==> config.mk <==
export PLATFORM = sky130hd
export DESIGN_NAME = alu_issue_ctrl_flat
export DESIGN_NICKNAME = d
export VERILOG_FILES = /design/src/rtl/alu_pkg.sv /design/src/rtl/alu_issue_ctrl_if.sv /design/src/rtl/seq_divider.sv /design/src/rtl/alu_issue_ctrl.sv /design/src/flat_wrapper.sv
export SDC_FILE = /design/constraint.sdc
export NUM_CORES = 1
export LEC_CHECK = 0
export BUFFER_PORTS_ARGS = -buffer_cell sky130_fd_sc_hd__buf_4
export CORE_MARGIN = 5
export CORE_UTILIZATION = 59
export DETAILED_ROUTE_END_ITERATION = 6
export PLACE_DENSITY = 0.92
export SYNTH_ARGS = -nofsm -noshare
export SYNTH_HDL_FRONTEND = slang
export SYNTH_SLANG_ARGS = --single-unit
==> constraint.sdc <==
create_clock -name clk -period 11.14 [get_ports clk]
set_input_delay 0.557 -clock clk [delete_from_list [all_inputs] [get_ports clk]]
set_output_delay 0.557 -clock clk [all_outputs]
set_load 0.02 [all_outputs]
==> src/rtl/alu_pkg.sv <==
// Shared definitions for the ALU issue controller: op codes, default width, FSM states.
package alu_pkg;

    localparam int unsigned XLEN_DEFAULT = 64;
    localparam int unsigned OP_W         = 4;

    localparam logic [OP_W-1:0] OP_ADD  = 4'd0;
    localparam logic [OP_W-1:0] OP_SUB  = 4'd1;
    localparam logic [OP_W-1:0] OP_AND  = 4'd2;
    localparam logic [OP_W-1:0] OP_OR   = 4'd3;
    localparam logic [OP_W-1:0] OP_XOR  = 4'd4;
    localparam logic [OP_W-1:0] OP_SLL  = 4'd5;
    localparam logic [OP_W-1:0] OP_SRL  = 4'd6;
    localparam logic [OP_W-1:0] OP_MUL  = 4'd7;
    localparam logic [OP_W-1:0] OP_MULH = 4'd8;
    localparam logic [OP_W-1:0] OP_DIV  = 4'd9;
    localparam logic [OP_W-1:0] OP_REM  = 4'd10;
    localparam logic [OP_W-1:0] OP_SLT  = 4'd11;

    typedef enum logic [1:0] {
        ST_IDLE = 2'd0,
        ST_ALU  = 2'd1,
        ST_DIV  = 2'd2,
        ST_RESP = 2'd3
    } state_e;

    function automatic logic is_div_op(input logic [OP_W-1:0] op);
        return (op == OP_DIV) || (op == OP_REM);
    endfunction

    function automatic logic is_alu_op(input logic [OP_W-1:0] op);
        return (op <= OP_MULH) || (op == OP_SLT);
    endfunction

endpackage

==> src/rtl/alu_issue_ctrl_if.sv <==
// Request/response handshake bundle between an execute requester and alu_issue_ctrl.
interface alu_issue_ctrl_if
    import alu_pkg::*;
#(
    parameter int unsigned XLEN = 64
) ();
    logic                req_valid;
    logic                req_ready;
    logic [OP_W-1:0]     req_op;
    logic [XLEN-1:0]     req_a;
    logic [XLEN-1:0]     req_b;
    logic                rsp_valid;
    logic                rsp_ready;
    logic [XLEN-1:0]     rsp_result;
    logic                rsp_is_equal;

    modport master (
        output req_valid, req_op, req_a, req_b, rsp_ready,
        input  req_ready, rsp_valid, rsp_result, rsp_is_equal
    );

    modport slave (
        input  req_valid, req_op, req_a, req_b, rsp_ready,
        output req_ready, rsp_valid, rsp_result, rsp_is_equal
    );
endinterface

==> src/rtl/seq_divider.sv <==
// Signed restoring radix-2 divider (one quotient bit per cycle) with RISC-V corner results.
// ALU_ISSUE_DIV_FASTPATH_EN: divide-by-zero and overflow finish on the start edge.
module seq_divider
    import alu_pkg::*;
#(
    parameter int unsigned XLEN      = 64,
    parameter int unsigned DIV_CNT_W = 7
) (
    input  logic            clk,
    input  logic            rst_n,
    input  logic            start,
    input  logic            is_rem,
    input  logic [XLEN-1:0] a,
    input  logic [XLEN-1:0] b,
    output logic            done,
    output logic [XLEN-1:0] result
);

    logic [DIV_CNT_W-1:0] cnt_q;
    logic [XLEN-1:0]      rem_q, quo_q, dvs_q, result_q;
    logic                 neg_quo_q, neg_rem_q, rem_op_q, b_zero_q, done_q;

    logic [XLEN-1:0]      a_mag, b_mag, rem_sh, rem_nx, quo_nx, fix_res;
    logic                 ge;

    // One restoring step plus the final sign fix-up of the step's outputs
    always_comb begin
        a_mag  = a[XLEN-1] ? -a : a;
        b_mag  = b[XLEN-1] ? -b : b;
        rem_sh = {rem_q[XLEN-2:0], quo_q[XLEN-1]};
        ge     = (rem_sh >= dvs_q);
        rem_nx = ge ? (rem_sh - dvs_q) : rem_sh;
        quo_nx = {quo_q[XLEN-2:0], ge};
        if (rem_op_q) begin
            fix_res = neg_rem_q ? -rem_nx : rem_nx;
        end else if (b_zero_q) begin
            fix_res = '1;
        end else begin
            fix_res = neg_quo_q ? -quo_nx : quo_nx;
        end
    end

`ifdef ALU_ISSUE_DIV_FASTPATH_EN
    logic            corner;
    logic [XLEN-1:0] corner_res;

    always_comb begin
        corner     = (b == '0) || ((a == {1'b1, {(XLEN-1){1'b0}}}) && (b == '1));
        corner_res = (b == '0) ? (is_rem ? a : '1) : (is_rem ? '0 : a);
    end
`endif

    always_ff @(posedge clk) begin
        if (!rst_n) begin
            cnt_q     <= '0;
            rem_q     <= '0;
            quo_q     <= '0;
            dvs_q     <= '0;
            result_q  <= '0;
            neg_quo_q <= 1'b0;
            neg_rem_q <= 1'b0;
            rem_op_q  <= 1'b0;
            b_zero_q  <= 1'b0;
            done_q    <= 1'b0;
        end else begin
            done_q <= 1'b0;
            if (start) begin
                cnt_q     <= DIV_CNT_W'(XLEN);
                rem_q     <= '0;
                quo_q     <= a_mag;
                dvs_q     <= b_mag;
                neg_quo_q <= a[XLEN-1] ^ b[XLEN-1];
                neg_rem_q <= a[XLEN-1];
                rem_op_q  <= is_rem;
                b_zero_q  <= (b == '0);
`ifdef ALU_ISSUE_DIV_FASTPATH_EN
                if (corner) begin
                    cnt_q    <= '0;
                    result_q <= corner_res;
                    done_q   <= 1'b1;
                end
`endif
            end else if (cnt_q != '0) begin
                rem_q <= rem_nx;
                quo_q <= quo_nx;
                cnt_q <= cnt_q - DIV_CNT_W'(1);
                if (cnt_q == DIV_CNT_W'(1)) begin
                    result_q <= fix_res;
                    done_q   <= 1'b1;
                end
            end
        end
    end

    assign done   = done_q;
    assign result = result_q;

endmodule

==> src/rtl/alu_issue_ctrl.sv <==
// Initiator for the combinational RV64IM ALU; DIV/REM are diverted to seq_divider.
// Optional build macro: ALU_ISSUE_DIV_FASTPATH_EN (short latency for divide corner cases).
module alu_issue_ctrl
    import alu_pkg::*;
#(
    parameter int unsigned XLEN      = XLEN_DEFAULT,
    parameter int unsigned DIV_CNT_W = 7
) (
    input  logic             clk,
    input  logic             rst_n,
    alu_issue_ctrl_if.slave  bus,
    output logic [XLEN-1:0]  alu_a,
    output logic [XLEN-1:0]  alu_b,
    output logic [OP_W-1:0]  alu_op,
    input  logic [XLEN-1:0]  alu_result,
    input  logic             alu_is_equal,
    output logic             busy
);

    state_e          state_q, state_d;
    logic [XLEN-1:0] a_q, a_d, b_q, b_d, res_q, res_d;
    logic [OP_W-1:0] op_q, op_d;
    logic            eq_q, eq_d;
    logic            ready_q, busy_q, rsp_valid_q;
    logic            div_start_c, div_done;
    logic [XLEN-1:0] div_result;

    seq_divider #(
        .XLEN      (XLEN),
        .DIV_CNT_W (DIV_CNT_W)
    ) u_div (
        .clk    (clk),
        .rst_n  (rst_n),
        .start  (div_start_c),
        .is_rem (bus.req_op == OP_REM),
        .a      (bus.req_a),
        .b      (bus.req_b),
        .done   (div_done),
        .result (div_result)
    );

    // Next state and next values of every registered output
    always_comb begin
        state_d     = state_q;
        a_d         = a_q;
        b_d         = b_q;
        op_d        = op_q;
        res_d       = res_q;
        eq_d        = eq_q;
        div_start_c = 1'b0;
        case (state_q)
            ST_IDLE: begin
                if (bus.req_valid && ready_q) begin
                    a_d  = bus.req_a;
                    b_d  = bus.req_b;
                    op_d = bus.req_op;
                    if (is_div_op(bus.req_op)) begin
                        state_d     = ST_DIV;
                        div_start_c = 1'b1;
                    end else if (is_alu_op(bus.req_op)) begin
                        state_d = ST_ALU;
                    end else begin
                        state_d = ST_RESP;
                        res_d   = '0;
                        eq_d    = 1'b0;
                    end
                end
            end
            ST_ALU: begin
                res_d   = alu_result;
                eq_d    = alu_is_equal;
                state_d = ST_RESP;
            end
            ST_DIV: begin
                if (div_done) begin
                    res_d   = div_result;
                    eq_d    = 1'b0;
                    state_d = ST_RESP;
                end
            end
            ST_RESP: begin
                if (bus.rsp_ready) begin
                    state_d = ST_IDLE;
                end
            end
            default: state_d = ST_IDLE;
        endcase
    end

    always_ff @(posedge clk) begin
        if (!rst_n) begin
            state_q     <= ST_IDLE;
            a_q         <= '0;
            b_q         <= '0;
            op_q        <= '0;
            res_q       <= '0;
            eq_q        <= 1'b0;
            ready_q     <= 1'b1;
            busy_q      <= 1'b0;
            rsp_valid_q <= 1'b0;
        end else begin
            state_q     <= state_d;
            a_q         <= a_d;
            b_q         <= b_d;
            op_q        <= op_d;
            res_q       <= res_d;
            eq_q        <= eq_d;
            ready_q     <= (state_d == ST_IDLE);
            busy_q      <= (state_d != ST_IDLE);
            rsp_valid_q <= (state_d == ST_RESP);
        end
    end

    assign alu_a            = a_q;
    assign alu_b            = b_q;
    assign alu_op           = op_q;
    assign busy             = busy_q;
    assign bus.req_ready    = ready_q;
    assign bus.rsp_valid    = rsp_valid_q;
    assign bus.rsp_result   = res_q;
    assign bus.rsp_is_equal = eq_q;

endmodule

==> src/flat_wrapper.sv <==
// flat-port wrapper written by rule: the top's interface ports become plain ports
module alu_issue_ctrl_flat import alu_pkg::*;
#(
    parameter int unsigned XLEN      = XLEN_DEFAULT,
    parameter int unsigned DIV_CNT_W = 7
)
  (clk, rst_n, alu_a, alu_b, alu_op, alu_result, alu_is_equal, busy, bus_req_valid, bus_req_op, bus_req_a, bus_req_b, bus_rsp_ready, bus_req_ready, bus_rsp_valid, bus_rsp_result, bus_rsp_is_equal);
  alu_issue_ctrl_if #(.XLEN(XLEN)) bus_i ();
  input  logic clk;
  input  logic rst_n;
  output logic [XLEN-1:0] alu_a;
  output logic [XLEN-1:0] alu_b;
  output logic [OP_W-1:0] alu_op;
  input  logic [XLEN-1:0] alu_result;
  input  logic alu_is_equal;
  output logic busy;
  input wire logic [$bits(bus_i.req_valid)-1:0] bus_req_valid;
  input wire logic [$bits(bus_i.req_op)-1:0] bus_req_op;
  input wire logic [$bits(bus_i.req_a)-1:0] bus_req_a;
  input wire logic [$bits(bus_i.req_b)-1:0] bus_req_b;
  input wire logic [$bits(bus_i.rsp_ready)-1:0] bus_rsp_ready;
  output wire logic [$bits(bus_i.req_ready)-1:0] bus_req_ready;
  output wire logic [$bits(bus_i.rsp_valid)-1:0] bus_rsp_valid;
  output wire logic [$bits(bus_i.rsp_result)-1:0] bus_rsp_result;
  output wire logic [$bits(bus_i.rsp_is_equal)-1:0] bus_rsp_is_equal;
  assign bus_i.req_valid = bus_req_valid;
  assign bus_i.req_op = bus_req_op;
  assign bus_i.req_a = bus_req_a;
  assign bus_i.req_b = bus_req_b;
  assign bus_i.rsp_ready = bus_rsp_ready;
  assign bus_req_ready = bus_i.req_ready;
  assign bus_rsp_valid = bus_i.rsp_valid;
  assign bus_rsp_result = bus_i.rsp_result;
  assign bus_rsp_is_equal = bus_i.rsp_is_equal;
  alu_issue_ctrl #(.XLEN(XLEN), .DIV_CNT_W(DIV_CNT_W)) u_core (.clk(clk), .rst_n(rst_n), .bus(bus_i), .alu_a(alu_a), .alu_b(alu_b), .alu_op(alu_op), .alu_result(alu_result), .alu_is_equal(alu_is_equal), .busy(busy));
endmodule
==> impl_metrics.yaml, run 1 <==
run_status:
  status: "finished with violations"
  violations: "DRC"
logic_synthesis:
  synth_simple_gate_area_share_pct: 23.9
  yosysTopAreaCell: "dfxtp_1"
  synth_top_family_by_area: "compound AO/OA/AOI/OAI gates"
  synthXorXnorAreaFrac_pct: 8.08
  synth_seq_area_share_pct: 30.8
  synth_area_um2: 30400
  netlist_instances: 3992
  yosys-mux-area-fraction_pct: 1.22
  synthTopCellsByArea: "dfxtp_1 (31%), nand2_1 (9.3%), a21boi_0 (5.2%), xnor2_1 (4.1%), xor2_1 (4.0%)"
  synth_most_common_cell: "nand2_1"
  yosys_warnings: 0
  synth_area_per_cell_um2: 7.63
  synth_cell_types: 95
  ys_seq_elements: 469
  synth_edf_count: 0
  async_flop_share_pct: 0
  synth_ff_type: "dfxtp_1"
  synth_commonest_cells: "nand2_1 (753), dfxtp_1 (469), nor2_1 (230)"
  synth_compound_area_share_pct: 27.8
  synth-adder-area-share_pct: 3.15
  synth_top_area_share_pct: 30.8
  synth_nets: 4269
detailed_routing:
  wl_um: 112000
  drc: 1
  drt-pass1-iter-count: 7
  drtAntennaViolNets: 0
  drt-initial-drc-count: 4605
  drt-wirelength-per-cell_um: 22.8
  via_per_inst: 6.50
  via_count: 31877
timing:
  final-hold-violation-count: 0
  layout_min_cycle_time_ps: 6890
  finalSetupViolCount: 0
  slew-limit-headroom_pct: 26.0
  fin_crit_sh_pct: 61.9
  finClkSkew_ps: 23.7
  rsz0062_at_grt: "no"
  finalMaxSlewViolations: 0
  finalSetupTns_ps: 0
  timing.fmax_mhz: 145
  worst_pin_slew_ps: 1100
setup_path:
  ff2ff_setup_slack_ps: 4250
  worst_setup_path_start_kind: "register"
  cp.arrival_ps: 7450
  critPathMaxFanout: 53
  r2r_cells: 17
  worstSetupEndpointType: "register"
  critPathRequiredTime_ps: 11700
  crit_type: "register to register"
  rr_endpoint: "u_core.u_div.result[51]"
  r2r_start: "u_core.u_div.rem_q[26]"
placed_design:
  gp_congestion: 1.01
  place.port_buffers: 400
  hpwl_um: 83300
cts:
  holdBufCountCts: 0
  cts_tree: "yes"
  cts_buffers: 51
  cts_resized: 0
  clk-insertion-delay-late_ps: 620
  clkSinkCount: 469
  path_clk_slew_ps: 60
  clockBufferDepth: 3
  cts_htree_levels: 2
  post_cts_buffers: 0
  cts_root_buf: "clkbuf_16"
global_route:
  grt_antenna_before_repair: 2
  grt_overflow: 0
  grt_util_all_layers_pct: 37.2
  grt_pass1_vias: 29142
  grt_first_pass_wirelength_um: 170000
  grt_max_degree: 141
min_path:
  hold_start: "bus_req_a[31]"
  hold_path_class: "input port to register"
  holdPathEnd: "u_core.alu_a[31]"
  min_path_cells: 3
layout:
  area_growth_pct: 15.8
  final_nets: 4462
  drive_above_1_share_pct: 13.8
  final_core_util_pct: 68.8
job:
  max_cap_viol_count: 0
floorplanning:
  io_pins: 401
  chipHeight_um: 237
  rows: 83
  die_w_um: 237
  dieArea_um2: 56300
  coreArea_um2: 51200
  initial_core_util_pct: 59.5
pwr:
  peakVddDrop_mv: 0.199
  power.density_nw_per_um2: 307
  leakage_uw: 0.0149
==> placed cells by master, fill, tap and decap left out, types with 39 or more instances in the layout <==
cell,n
a211oi_1,73
a21boi_0,210
a21oi_1,197
a22o_1,65
buf_4,424
clkbuf_16,51
dfxtp_1,467
ha_1,72
inv_1,103
nand2_1,752
nand3_1,169
nand4_1,39
nor2_1,228
nor3_1,80
o211a_1,110
o21ai_0,148
o31ai_1,63
or3_1,54
xnor2_1,141
xor2_1,140
==> how the worst max path moves through the flow <==
stage / startpoint / end / slack (ps) / cells after the start
after floorplan: u_core.u_div.quo_q[63] / u_core.u_div.result[56] / 5570 / 26
after global placement: u_core.u_div.quo_q[63] / u_core.u_div.result[51] / 4860 / 19
after detailed placement: u_core.u_div.rem_q[26] / u_core.u_div.result[59] / 4590 / 17
after CTS: u_core.u_div.rem_q[26] / u_core.u_div.result[51] / 4540 / 17
after global routing: u_core.u_div.rem_q[26] / u_core.u_div.result[59] / 3910 / 17
final: u_core.u_div.rem_q[26] / u_core.u_div.result[51] / 4250 / 17
==> state kept, by name, summed over array words and instances, names as in the netlist, 2 cells and up <==
signal	count
u_core.u_div.quo_q	64
u_core.u_div.dvs_q	64
u_core.alu_a	64
u_core.u_div.result	64
u_core.u_div.rem_q	63
u_core.alu_b	64
u_core.bus.rsp_result	64
u_core.alu_op	4
u_core.state_q	2
u_core.u_div.cnt_q	7
==> cell type report <==
class                           count  area, µm²
Tap cell                          680        851
Fill cell                        4110      16000
Clock buffer                       71       1470
Sequential cell                   469       9390
Timing Repair Buffer              426       3220
Inverter                          105        395
Multi-Input combinational cell   3132      19600
Antenna cell                        1       2.50
Clock inverter                     20        280
==> power by group <==
part           total (µW)  internal (µW)  leakage [µW]  switching [µW]
combinational        6800           2110        0.0102            4690
sequential           2220           1960       0.00382             267
clock                1790           1040      0.000854             752
total               10800           5110        0.0149            5710
==> critical path, stage by stage, from the launching register on <==
cell and delay [ps]:
dfxtp_1 370, ha_1 580, nand4_1 250, nor3_1 300, nand2_1 160, nor4b_1 590
o31ai_2 250, nand2_4 510, clkinv_2 640, buf_12 410, nor4_1 620, o221ai_1 330
nor4b_4 660, nand2_1 250, o31a_1 370, xnor2_1 120, a221oi_1 260, a21o_1 120
==> logic make-up (layout without fill, tap and decap cells) <==
logic type               after synthesis  in the layout
AND/OR/NAND/NOR                     1573           1573
AO/OA/AOI/OAI                       1165           1165
flip-flops                           469            469
buffers and inverters                391            622
XOR/XNOR                             281            281
adder cells (fa/ha/maj)               76             76
multiplexers                          37             37
other                                  0              1
==> metal layers <==
layer | routed length, µm | GRT usage [%] | vias up
li1 | - | - | 14688
met1 | 44900 | 51.9 | 14903
met2 | 47700 | 55.9 | 1963
met3 | 13400 | 7.66 | 321
met4 | 5780 | 16.1 | 2
met5 | 13 | 0 | -
==> metrics by stage <==
step	instance area [µm²]	total power (µW)	hold slack [ps]	setup slack, ps	instances
2_1_floorplan	30400	6690	425	5570	3992
3_3_place_gp	33500	8750	438	4860	4812
3_5_place_dp	33500	8760	448	4590	4812
4_1_cts	35200	10600	198	4540	4903
5_1_grt	35200	11300	215	3910	4903
6_report	35200	10800	216	4250	4904
(Power assumes the default switching activity.)
==> run 2, diff against run 1 <==
- clock period: 11.14 -> 6.5 ns (I/O delays scaled with it)
==> impl_metrics.yaml, run 2 (synthesis results as in run 1) <==
pwr:
  peakVddDrop_mv: 0.399
  power.density_nw_per_um2: 508
  p_int_uw: 8750
  power_uw: 18200
  combPwrFrac_pct: 62.4
  pwr-share-seq_pct: 21.1
  netSwitchingFraction_pct: 51.9
  switchingPower_uw: 9450
  p_clk_share_pct: 16.5
  leakage_uw: 0.0151
cts:
  cts_resized: 0
  clockBufferDepth: 3
  path_clk_slew_ps: 60
  clkSinkCount: 469
  cts_tree: "yes"
  clk-insertion-delay-late_ps: 620
  cts_root_buf: "clkbuf_16"
  cts_htree_levels: 2
  cts_buffers: 51
timing:
  rsz0062_at_grt: "no"
  layout_min_cycle_time_ps: 5840
  fin_crit_sh_pct: 89.9
  finalSetupTns_ps: 0
  finClkSkew_ps: 35.6
  finalMaxSlewViolations: 0
  slew-limit-headroom_pct: 24.7
  worst_pin_slew_ps: 1130
  final-hold-violation-count: 0
  finalSetupViolCount: 0
  timing.fmax_mhz: 171
floorplanning:
  chipHeight_um: 237
  io_pins: 401
  coreArea_um2: 51200
  rows: 83
  die_w_um: 237
  dieArea_um2: 56300
  initial_core_util_pct: 59.5
layout:
  n_antenna_cell: 0
  seq_area_um2: 9390
  area_growth_pct: 17.6
  drive_above_1_share_pct: 13.7
  fillers: 3910
  final_cell_mix: "nand2_1 (752), dfxtp_1 (467), buf_4 (427)"
  final_nets: 4521
  final_common_cell: "nand2_1"
  multi_input_area_um2: 19600
global_route:
  grt_util_all_layers_pct: 36.7
  grt_max_degree: 128
  grt_antenna_before_repair: 1
  grt_pass1_vias: 30046
  grt_overflow: 0
  grt_first_pass_wirelength_um: 169000
setup_path:
  crit_type: "register to register"
  critical_path.cell_chain: "ha_1 -> a21oi_1 -> o21a_1 -> nor2b_1 -> a211oi_2 -> o31ai_2 -> nand2_4 -> o21ai_0 -> ha_1 -> nand3_1 -> nor4_1 -> a31oi_1 -> or3_4 -> nand4bb_4 -> o41ai_2 -> xnor2_1 -> a221oi_1 -> a21o_1"
  critPathMaxFanout: 19
  max_stage_delay_ps: 710
  cp.arrival_ps: 6330
  crit_slowest_cell: "o31ai_2"
  worst_setup_path_start_kind: "register"
  worstSetupEndpointType: "register"
  critPathRequiredTime_ps: 6990
  cpMostUsedCell: "ha_1"
placed_design:
  place.port_buffers: 400
  gp_congestion: 1.06
  hpwl_um: 79400
job:
  max_cap_viol_count: 0
detailed_routing:
  wl_um: 111000
  via_per_inst: 6.56
  via_count: 32588
  drt-wirelength-per-cell_um: 22.3
  drt-initial-drc-count: 4511
  drt-pass1-iter-count: 7
  drc: 25
  drtAntennaViolNets: 0
run_status:
  violations: "DRC"
  status: "finished with violations"
min_path:
  hold_path_class: "input port to register"
-- run 2: metal layers --
metal	routed length, µm	vias up	track usage [%]
met1	42300	15247	49.4
li1	-	14811	-
met5	0	-	0
met3	14000	377	8.56
met2	49100	2153	57.4
met4	5250	0	14.6
-- run 2: power groups by stage --
| stage | Clock [µW] | Sequential [µW] | Combinational [µW] |
|---|---|---|---|
| detailed placement | 0 | 3860 | 10800 |
| floorplan | 0 | 3920 | 7550 |
| global route | 3120 | 3870 | 12100 |
| global placement | 0 | 3840 | 10700 |
| finish | 3010 | 3840 | 11300 |
| CTS | 3000 | 3800 | 10900 |
-- run 2: layout make-up --
cell class / count / share of cell area (%)
Clock buffer: 75 / 4.21
Clock inverter: 18 / 0.591
Inverter: 105 / 1.10
Multi-Input combinational cell: 3132 / 54.9
Sequential cell: 469 / 26.2
Tap cell: 680 / 2.38
Timing Repair Buffer: 485 / 10.6
-- run 2: worst max-delay path, delay by kind of cell, from the launching register on --
family                   cells  cell delay [ps]
XOR/XNOR                     1              230
AO/OA/AOI/OAI                9             2760
flip-flops                   1              360
AND/OR/NAND/NOR              6             1600
adder cells (fa/ha/maj)      2              760
-- run 2: per-stage QoR --
stage | cells | util (%) | instance area (µm²) | worst slack (ps) | hold WS [ps]
after floorplan | 3992 | - | 30400 | 932 | 425
after global placement | 4815 | 65.5 | 33500 | 1180 | 445
after detailed placement | 4815 | 65.5 | 33500 | 995 | 453
after CTS | 4964 | 69.9 | 35800 | 934 | 0.262
after global routing | 4964 | 69.9 | 35800 | 477 | 14.1
final | 4964 | 69.9 | 35800 | 659 | 16.3
-- run 2: worst paths after layout --
kind                                         startpoint                       to  slack (ps)  depth (start not counted)
worst max-delay path              u_core.u_div.rem_q[8]  u_core.u_div.result[60]         660                         18
worst min register to register  u_core.bus.rsp_is_equal  u_core.bus.rsp_is_equal         460                          2
worst max register to register    u_core.u_div.rem_q[8]  u_core.u_div.result[60]         660                         18
worst min-delay path                       bus_req_a[3]          u_core.alu_a[3]          20                          3
-- run 2: what timing repair did --
action	CTS	global route
setup buffers	0	0
endpoints found under the hold margin	56	0
hold buffers	56	0
